<file path="src/rtl/div_64_23_recon.sv">
// div_64_23_recon
//   Rebuilds a dividend from a divide-by-DIVISOR result: X = Q*DIVISOR + R.
//   It is a bit-serial shift-add over the bits of the constant DIVISOR. The
//   accumulator starts at R, and one shifted copy of Q is added for each set
//   divisor bit. Both sides use a valid/ready handshake.
//
//   Optional build macro: DIV_RECON_RADIX4_EN
//     When defined, two divisor bits are retired per clock, so the latency is
//     ceil(DIV_W/2) instead of DIV_W. The results and flags are identical in
//     both builds.
//
// Ports
//   clk        in   rising-edge clock
//   rst_n      in   asynchronous active-low reset
//   in_valid   in   Q_in/R_in valid
//   in_ready   out  block can accept an operand pair (only in IDLE)
//   Q_in       in   [Q_W]  quotient
//   R_in       in   [R_W]  remainder
//   out_valid  out  X_out/ovf/rem_err valid
//   out_ready  in   downstream accepts the result
//   X_out      out  [X_W]  low X_W bits of Q*DIVISOR+R
//   ovf        out  full result does not fit in X_W bits
//   rem_err    out  R_in >= DIVISOR for this operand
module div_64_23_recon #(
  parameter int Q_W     = 60,
  parameter int R_W     = 5,
  parameter int X_W     = 64,
  parameter int DIVISOR = 23,
  parameter int DIV_W   = 5
) (
  input  logic           clk,
  input  logic           rst_n,
  input  logic           in_valid,
  output logic           in_ready,
  input  logic [Q_W-1:0] Q_in,
  input  logic [R_W-1:0] R_in,
  output logic           out_valid,
  input  logic           out_ready,
  output logic [X_W-1:0] X_out,
  output logic           ovf,
  output logic           rem_err
);

  localparam int ACC_W = X_W + 1;
  localparam int CNT_W = $clog2(DIV_W + 2);
`ifdef DIV_RECON_RADIX4_EN
  localparam int STEP = 2;
`else
  localparam int STEP = 1;
`endif
  localparam logic [DIV_W-1:0] DIV_BITS = DIV_W'(DIVISOR);
  localparam logic [R_W:0]     DIV_R    = (R_W + 1)'(DIVISOR);
  localparam logic [CNT_W-1:0] STEP_C   = CNT_W'(STEP);
  localparam logic [CNT_W-1:0] NBITS_C  = CNT_W'(DIV_W);
  // The last CALC edge is the one whose step reaches past the top divisor bit.
  localparam logic [CNT_W-1:0] DONE_CNT = CNT_W'(DIV_W - STEP);

  typedef enum logic [1:0] {IDLE, CALC, DONE} state_e;

  state_e           state_q, state_d;
  logic             in_ready_q, in_ready_d;
  logic             out_valid_q, out_valid_d;
  logic [ACC_W-1:0] acc_q, acc_d;
  logic [Q_W-1:0]   q_reg_q, q_reg_d;
  logic [CNT_W-1:0] cnt_q, cnt_d;
  logic [X_W-1:0]   x_q, x_d;
  logic             ovf_q, ovf_d;
  logic             rem_err_q, rem_err_d;
  logic [ACC_W-1:0] acc_next;

  // Partial product for divisor bit k. This is zero when k lies above the top
  // bit, which happens for the unpaired top bit in the two-bits-per-edge build.
  function automatic logic [ACC_W-1:0] term(input logic [Q_W-1:0]   q,
                                            input logic [CNT_W-1:0] k);
    logic [ACC_W-1:0] t;
    t = '0;
    if (k < NBITS_C) begin
      if (DIV_BITS[k]) t = ACC_W'(q) << k;
    end
    return t;
  endfunction

  // State register
  always_ff @(posedge clk or negedge rst_n) begin
    if (!rst_n) begin
      state_q     <= IDLE;
      in_ready_q  <= 1'b0;
      out_valid_q <= 1'b0;
      acc_q       <= '0;
      q_reg_q     <= '0;
      cnt_q       <= '0;
      x_q         <= '0;
      ovf_q       <= 1'b0;
      rem_err_q   <= 1'b0;
    end else begin
      state_q     <= state_d;
      in_ready_q  <= in_ready_d;
      out_valid_q <= out_valid_d;
      acc_q       <= acc_d;
      q_reg_q     <= q_reg_d;
      cnt_q       <= cnt_d;
      x_q         <= x_d;
      ovf_q       <= ovf_d;
      rem_err_q   <= rem_err_d;
    end
  end

  // Next-state logic
  always_comb begin
    state_d     = state_q;
    in_ready_d  = in_ready_q;
    out_valid_d = out_valid_q;
    acc_d       = acc_q;
    q_reg_d     = q_reg_q;
    cnt_d       = cnt_q;
    x_d         = x_q;
    ovf_d       = ovf_q;
    rem_err_d   = rem_err_q;
    acc_next    = acc_q + term(q_reg_q, cnt_q);
`ifdef DIV_RECON_RADIX4_EN
    acc_next    = acc_next + term(q_reg_q, cnt_q + CNT_W'(1));
`endif
    unique case (state_q)
      IDLE: begin
        // in_ready is low on entry from reset. It comes up one edge later.
        if (!in_ready_q) begin
          in_ready_d = 1'b1;
        end else if (in_valid) begin
          q_reg_d    = Q_in;
          acc_d      = ACC_W'(R_in);
          rem_err_d  = ({1'b0, R_in} >= DIV_R);
          cnt_d      = '0;
          in_ready_d = 1'b0;
          state_d    = CALC;
        end
      end
      CALC: begin
        acc_d = acc_next;
        cnt_d = cnt_q + STEP_C;
        if (cnt_q >= DONE_CNT) begin
          // Capture the result separately so it stays visible after hand-off.
          x_d         = acc_next[X_W-1:0];
          ovf_d       = acc_next[X_W];
          out_valid_d = 1'b1;
          state_d     = DONE;
        end
      end
      DONE: begin
        if (out_ready) begin
          out_valid_d = 1'b0;
          in_ready_d  = 1'b1;
          state_d     = IDLE;
        end
      end
      default: state_d = IDLE;
    endcase
  end

  // Outputs
  always_comb begin
    in_ready  = in_ready_q;
    out_valid = out_valid_q;
    X_out     = x_q;
    ovf       = ovf_q;
    rem_err   = rem_err_q;
  end

endmodule

</file>
<file path="config.mk">
export PLATFORM = sky130hd
export DESIGN_NAME = div_64_23_recon
export DESIGN_NICKNAME = d
export VERILOG_FILES = /design/src/rtl/div_64_23_recon.sv
export SDC_FILE = /design/constraint.sdc
export NUM_CORES = 1
export LEC_CHECK = 0
export CAP_MARGIN = 25
export CELL_PAD_IN_SITES_DETAIL_PLACEMENT = 1
export CELL_PAD_IN_SITES_GLOBAL_PLACEMENT = 1
export CORE_MARGIN = 1.5
export CORE_UTILIZATION = 45
export CTS_CLUSTER_SIZE = 12
export DETAILED_ROUTE_END_ITERATION = 8
export PLACE_DENSITY_LB_ADDON = 0.1
export SYNTH_ARGS = -nofsm -noshare
export SYNTH_HDL_FRONTEND = slang
export SYNTH_SLANG_ARGS = --single-unit
</file>
<file path="constraint.sdc">
create_clock -name clk -period 4.6 [get_ports clk]
set_input_delay 0.92 -clock clk [delete_from_list [all_inputs] [get_ports clk]]
set_output_delay 0.92 -clock clk [all_outputs]
set_load 0.05 [all_outputs]
</file>
**Word-level counts from Yosys, hierarchy flattened**

Memories as Yosys holds them, arrays and structs flattened.
Index checks and enable logic that the tools add are counted.

- Bits in registers: 198
- ROM bits: 8
- Bits of input ports: 69
- Output and inout bits: 68
- Logic and storage cells: 54
- Memories: 1

- $add $sub $neg: 2
- $lt $le $gt $ge: 4
- Equal/unequal tests: 6
- Shift-type cells: 1
- Muxes and demuxes: 21
- Reduce and logical (&&, ||, !) cells: 10

Memories:

| name | depth | width | read ports | clocked after memory_dff | wr ports | RTL line | source |
|---|---|---|---|---|---|---|---|
| (no name shown) | 8 | 1 | 1 | 0 | 0 | 78 | `if (DIV_BITS[k]) t = ACC_W'(q) << k;` |

Operator list:

| kind | number |
|---|---|
| two-way mux 65 bit | 4 |
| one-hot mux 65 bit (2 select lines) | 1 |
| adder 65 bit | 1 |
| left shift 60 x 3 -> 65 bit | 1 |
| AND reduction 3 bit | 3 |
| two-way mux 2 bit | 4 |
| inequality test 2 bit, second input constant | 4 |
| two-way mux 1 bit | 6 |
| two-way mux 3 bit | 2 |
| one-hot mux 2 bit (3 select lines) | 1 |
| one-hot mux 3 bit (2 select lines) | 1 |
| nonzero test 2 bit | 3 |
| >= comparator 5 bit, second input constant | 1 |
| less-than comparator 3 x 4 -> 1 bit, second input constant | 1 |
| one-hot mux 1 bit (2 select lines) | 2 |
| AND reduction 2 bit | 2 |
| AND reduction 4 bit | 1 |
| adder 3 x 1 -> 3 bit, second input constant | 1 |
| >= comparator 3 bit, second input constant | 1 |
| less-than comparator 3 bit, second input constant | 1 |
| == test 2 x 1 -> 1 bit, second input constant | 1 |
| == test 2 bit, second input constant | 1 |
| zero test 2 bit | 1 |

**Longest topological paths before layout**

- Depth in word-level cells: 6
- Mapped depth: 17
- Mapped depth without buffers: 14

**Worst setup path after synthesis**

No wires, ideal clock.

- Kind: reg-to-reg
- From: register cnt_q[0]
- To: register x_q[58], in the netlist X_out[58]
- Library setup time: 0.069 ns
- Arrival time: 4.190 ns
- Data required time: 4.531 ns
- Slack: 0.340 ns
- Stages on the path, launching flop included: 16
- Path buffers: 3
- Period minus slack after synthesis: 4.260 ns
- Path through: dfrtp_1 > clkbuf_1 > clkbuf_1 > mux4_2 > a22o_1 > ha_1 > buf_4 > nand4_2 > nor3_4 > nand4_4 > a311oi_4 > a21oi_2 > o21ai_4 > a21oi_2 > or4_1 > nand3_1

- Word-level cells in the longest chain between the ends: 5
- Elaborated cells between the ends (all ways): 9
- Those cells by class: 1 x add/sub; 2 x order compare; 1 x shift; 3 x mux; 1 x reduce/logical; 1 x memory

Ends and longest elaborated chain:

| element | RTL line | source |
|---|---|---|
| start: declaration | 65 | `logic [CNT_W-1:0] cnt_q, cnt_d;` |
| start signal: assignment | 101 | `cnt_q <= cnt_d;` |
| memory read (8 x 1 bit) | -- |  |
| two-way mux 1 bit (not written as such) | 78 |  |
| two-way mux 65 bit | 78 |  |
| two-way mux 65 bit | 77 | `if (k < NBITS_C) begin` |
| adder 65 bit | 119 | `acc_next = acc_q + term(q_reg_q, cnt_q);` |
| end signal: assignment | 92 | `x_q <= '0;` |
| end signal: assignment | 102 | `x_q <= x_d;` |
| end: declaration | 66 | `logic [X_W-1:0] x_q, x_d;` |

Several ways; a longest one is shown, not always the timed one. The select of a mux whose other input is x is not followed.
A chain may end at the register's enable or synchronous reset.

**Worst setup path after layout**

- From: register cnt_q[0]
- To: register acc_q[62]

- Word-level cells in the longest chain between the ends: 6
- Elaborated cells between the ends (all ways): 8
- Those cells by class: 1 x add/sub; 1 x order compare; 1 x shift; 4 x mux; 1 x memory

Ends and longest elaborated chain:

| element | RTL line | source |
|---|---|---|
| memory read (8 x 1 bit) | -- |  |
| two-way mux 1 bit (not written as such) | 78 |  |
| two-way mux 65 bit | 78 |  |
| two-way mux 65 bit (*) | 77 |  |
| adder 65 bit (*) | 119 |  |
| one-hot mux 65 bit (2 select lines) (*) | 123 | `unique case (state_q)` |
| end signal: assignment | 89 | `acc_q <= '0;` |
| end signal: assignment | 99 | `acc_q <= acc_d;` |
| end: declaration | 63 | `logic [ACC_W-1:0] acc_q, acc_d;` |

Mark *: on every way between the ends. The rest lies on a longest branch, timed or not. The select of a mux whose other input is x is not followed.

==> impl_metrics.tcl <==
set metrics [dict create \
    fmax_mhz 230.8 \
    dr.first_iter.drc_count 830 \
    first_pass_iters 5 \
    detail_route.wirelength_um 40650 \
    met2RoutedLength_um 20030 \
    detail_route.vias_per_cell 6.196 \
    cp_data_required_time_ps 4980 \
    finalWeightedCongestion 0.8942 \
    synthToLayoutAreaGrowth_pct 18.41 \
    dr_total_vias 11549 \
    drc 0 \
    max-clock-path-buffers 2 \
    timing.final.hold_violations 0 \
    grt_start_max_net_pins 100 \
    cts_tree "done" \
    crit-reg2reg-launch "cnt_q[0]" \
    synthesis.yosys.warnings 0 \
    setup_viol 0 \
    cts.htree.levels 4 \
    worst_skew_pair.late_latency_ps 450 \
    critical_path.endpoint "acc_q[62]" \
    grt.overflow.total 0 \
    wl_met3_um 1365 \
    wl_per_cell_um 21.81 \
    setup_slack_reg_to_reg_ps 270 \
    die-height_um 174.7 \
    run_status "finished, final reports clean" \
    clock_pin_transition_on_the_worst_setup_and_hold_timing_paths_ps 80 \
    cts-hold-fix-buffers 0 \
    first_global_vias 11852 \
    holdCritPathClass "flop to flop" \
    syn_avg_cell_area_sq_um 9.669 \
    synth_top_family_by_area "compound AO/OA/AOI/OAI gates" \
    synth_top_area_share_pct 37.35 \
    fp-row-count 62 \
    design.portCount 137 \
    yosysMostFrequentCell "sky130_fd_sc_hd__dfrtp_1" \
    synth_area_leaders "sky130_fd_sc_hd__dfrtp_1 (37%), sky130_fd_sc_hd__mux4_2 (8.7%), sky130_fd_sc_hd__ha_1 (6.2%)" \
    finalClockSkew_ps 18.92 \
    regToRegEndpoint "acc_q[62]" \
    post_synth_and_or_nand_nor_area_fraction_pct 13.16 \
    port_buffers 136 \
    fin_crit_sh_pct 94.20 \
    timing_worst_slew_pin_value_ps 840.9 \
    period_needed_ps 4333 \
    synth.largest_area_cell "sky130_fd_sc_hd__dfrtp_1" \
    dr.max_layer_used "met4" \
    synth_compound_area_share_pct 21.46 \
    hold_ws_ps 480.7 \
    synthesized_netlist_net_count 1508 \
    reg2reg_depth 14 \
    grtUsageTotal_pct 27.13 \
    final-max-slew-violation-count 0 \
    crit_path_class "flop to flop" \
    ys_seq_area_share_pct 37.35 \
    grt_antenna_before_repair 0 \
    synthXorXnorAreaFrac_pct 3.433 \
    post_synth_instance_area_sq_um 13270 \
    grt_setup_unrepaired "false" \
    synth.top_cells.by_count "sky130_fd_sc_hd__dfrtp_1 (198), sky130_fd_sc_hd__nand2_1 (183), sky130_fd_sc_hd__o21ai_0 (150), sky130_fd_sc_hd__a21oi_1 (96), sky130_fd_sc_hd__clkbuf_1 (84)" \
    fp.dieW_um 174.7 \
    clkSinkCount 198 \
    ys_async_sr_fraction_pct 100.0 \
    initial_utilization_pct 45.97 \
    post_synth_fa_ha_maj_area_fraction_pct 6.376 \
    core_area_sq_um 28860 \
    worstPathMaxFanout 8 \
    die_area_sq_um 30520 \
    timing.max_slew.rel_slack_pct 43.94 \
    synth-edff-count 0 \
    critPathArrivalTime_ps 4720 \
    layout.nets 1603 \
    timing.critical_path.from_type "flop" \
    finalSetupTns_ps 0 \
    diodes 0 \
    cp-end-kind "flop" \
    synth.mux.area_fraction_pct 14.76 \
    grt_first_pass_wirelength_um 65950 \
    post_route_met1_wirelength_um 18660 \
    half_perimeter_wire_length_after_placement_um 29880 \
    synthDistinctLibCells 69 \
    cts.root.buffer_cell "sky130_fd_sc_hd__clkbuf_16" \
    yosys_register_bits 198 \
    timing.critical_path.from "cnt_q[0]" \
    synth-main-ff-cell "sky130_fd_sc_hd__dfrtp_1" \
    ant_nets 0 \
    fill_cells 3199 \
    max_cap_violations 0 \
    postSynthCellCount 1372 \
    drive_above_1_share_pct 14.19 \
    numCtsBuffers 17 \
]
-- metal layers --
metal  vias up  global-route usage (%)
li1       5328                       -
met1      5917                   37.32
met2       264                   46.10
met3        40                   3.090
met4         0                   5.947
met5         -                       0
-- state kept, by name, summed over array words and instances, names as in the netlist --
register	count
X_out	64
acc_q	65
cnt_q	3
in_ready	1
out_valid	1
ovf	1
q_reg_q	60
rem_err	1
state_q	2
-- cells in the final DEF, fill, tap and decap left out, types with 40 or more instances in the layout --
cell / instances
sky130_fd_sc_hd__dfrtp_1: 196
sky130_fd_sc_hd__nand2_1: 182
sky130_fd_sc_hd__o21ai_0: 150
sky130_fd_sc_hd__clkdlybuf4s50_1: 135
sky130_fd_sc_hd__a21oi_1: 97
sky130_fd_sc_hd__ha_1: 66
sky130_fd_sc_hd__mux2_2: 63
sky130_fd_sc_hd__a22o_1: 56
sky130_fd_sc_hd__mux4_2: 51
sky130_fd_sc_hd__nor2_1: 40
-- through the flow --
stage | instance area, sq um | setup slack [ps] | cells | utilization, %
after CTS | 15630 | 48.04 | 1859 | 54.16
after detailed placement | 15040 | 80.79 | 1827 | 52.13
after global routing | 15710 | 8.327 | 1864 | 54.44
after global placement | 15040 | 156.5 | 1827 | 52.13
final | 15710 | 267.0 | 1864 | 54.44
after floorplan | 13270 | 340.3 | 1372 | -
-- layout make-up --
| class | count | area, sq um | share of cell area, % |
|---|---|---|---|
| Multi-Input combinational cell | 1055 | 7928 | 50.47 |
| Sequential cell | 198 | 4960 | 31.57 |
| Timing Repair Buffer | 171 | 1665 | 10.60 |
| Tap cell | 384 | 480.5 | 3.059 |
| Clock buffer | 18 | 429.2 | 2.732 |
| Clock inverter | 14 | 156.4 | 0.9956 |
| Inverter | 24 | 90.09 | 0.5735 |
-- repair_timing --
item	in CTS	in global routing
gates resized for setup	0	6
setup buffers	0	4
endpoints found under the setup margin	0	28
-- how the worst min path moves through the flow --
stage	from	to	cells after the start
2_1_floorplan	acc_q[53]	acc_q[53]	2
3_3_place_gp	X_out[42]	X_out[42]	2
3_5_place_dp	X_out[41]	X_out[41]	2
4_1_cts	X_out[43]	X_out[43]	2
5_1_grt	X_out[41]	X_out[41]	2
6_report	X_out[41]	X_out[41]	2
-- kinds of logic after synthesis --
logic type,after synthesis
AND/OR/NAND/NOR,370
AO/OA/AOI/OAI,441
XOR/XNOR,52
adder cells (fa/ha/maj),67
flip-flops,198
multiplexers,124
buffers and inverters,120
-- critical path, stage by stage (launching register included) --
cell and delay, ps:
sky130_fd_sc_hd__dfrtp_4 550, sky130_fd_sc_hd__ha_1 270, sky130_fd_sc_hd__or2_2 370, sky130_fd_sc_hd__nor4b_2 320, sky130_fd_sc_hd__ha_1 260, sky130_fd_sc_hd__fa_1 270, sky130_fd_sc_hd__a211o_1 200, sky130_fd_sc_hd__a211o_1 230
sky130_fd_sc_hd__nand4_4 120, sky130_fd_sc_hd__a311oi_4 450, sky130_fd_sc_hd__a21oi_2 180, sky130_fd_sc_hd__o21ai_4 280, sky130_fd_sc_hd__a21oi_1 170, sky130_fd_sc_hd__or4_1 500, sky130_fd_sc_hd__nand3_1 100
Power is left out: the tool's default activity adds up to more than one toggle a clock period on the data nets, which glitch-free logic cannot reach.
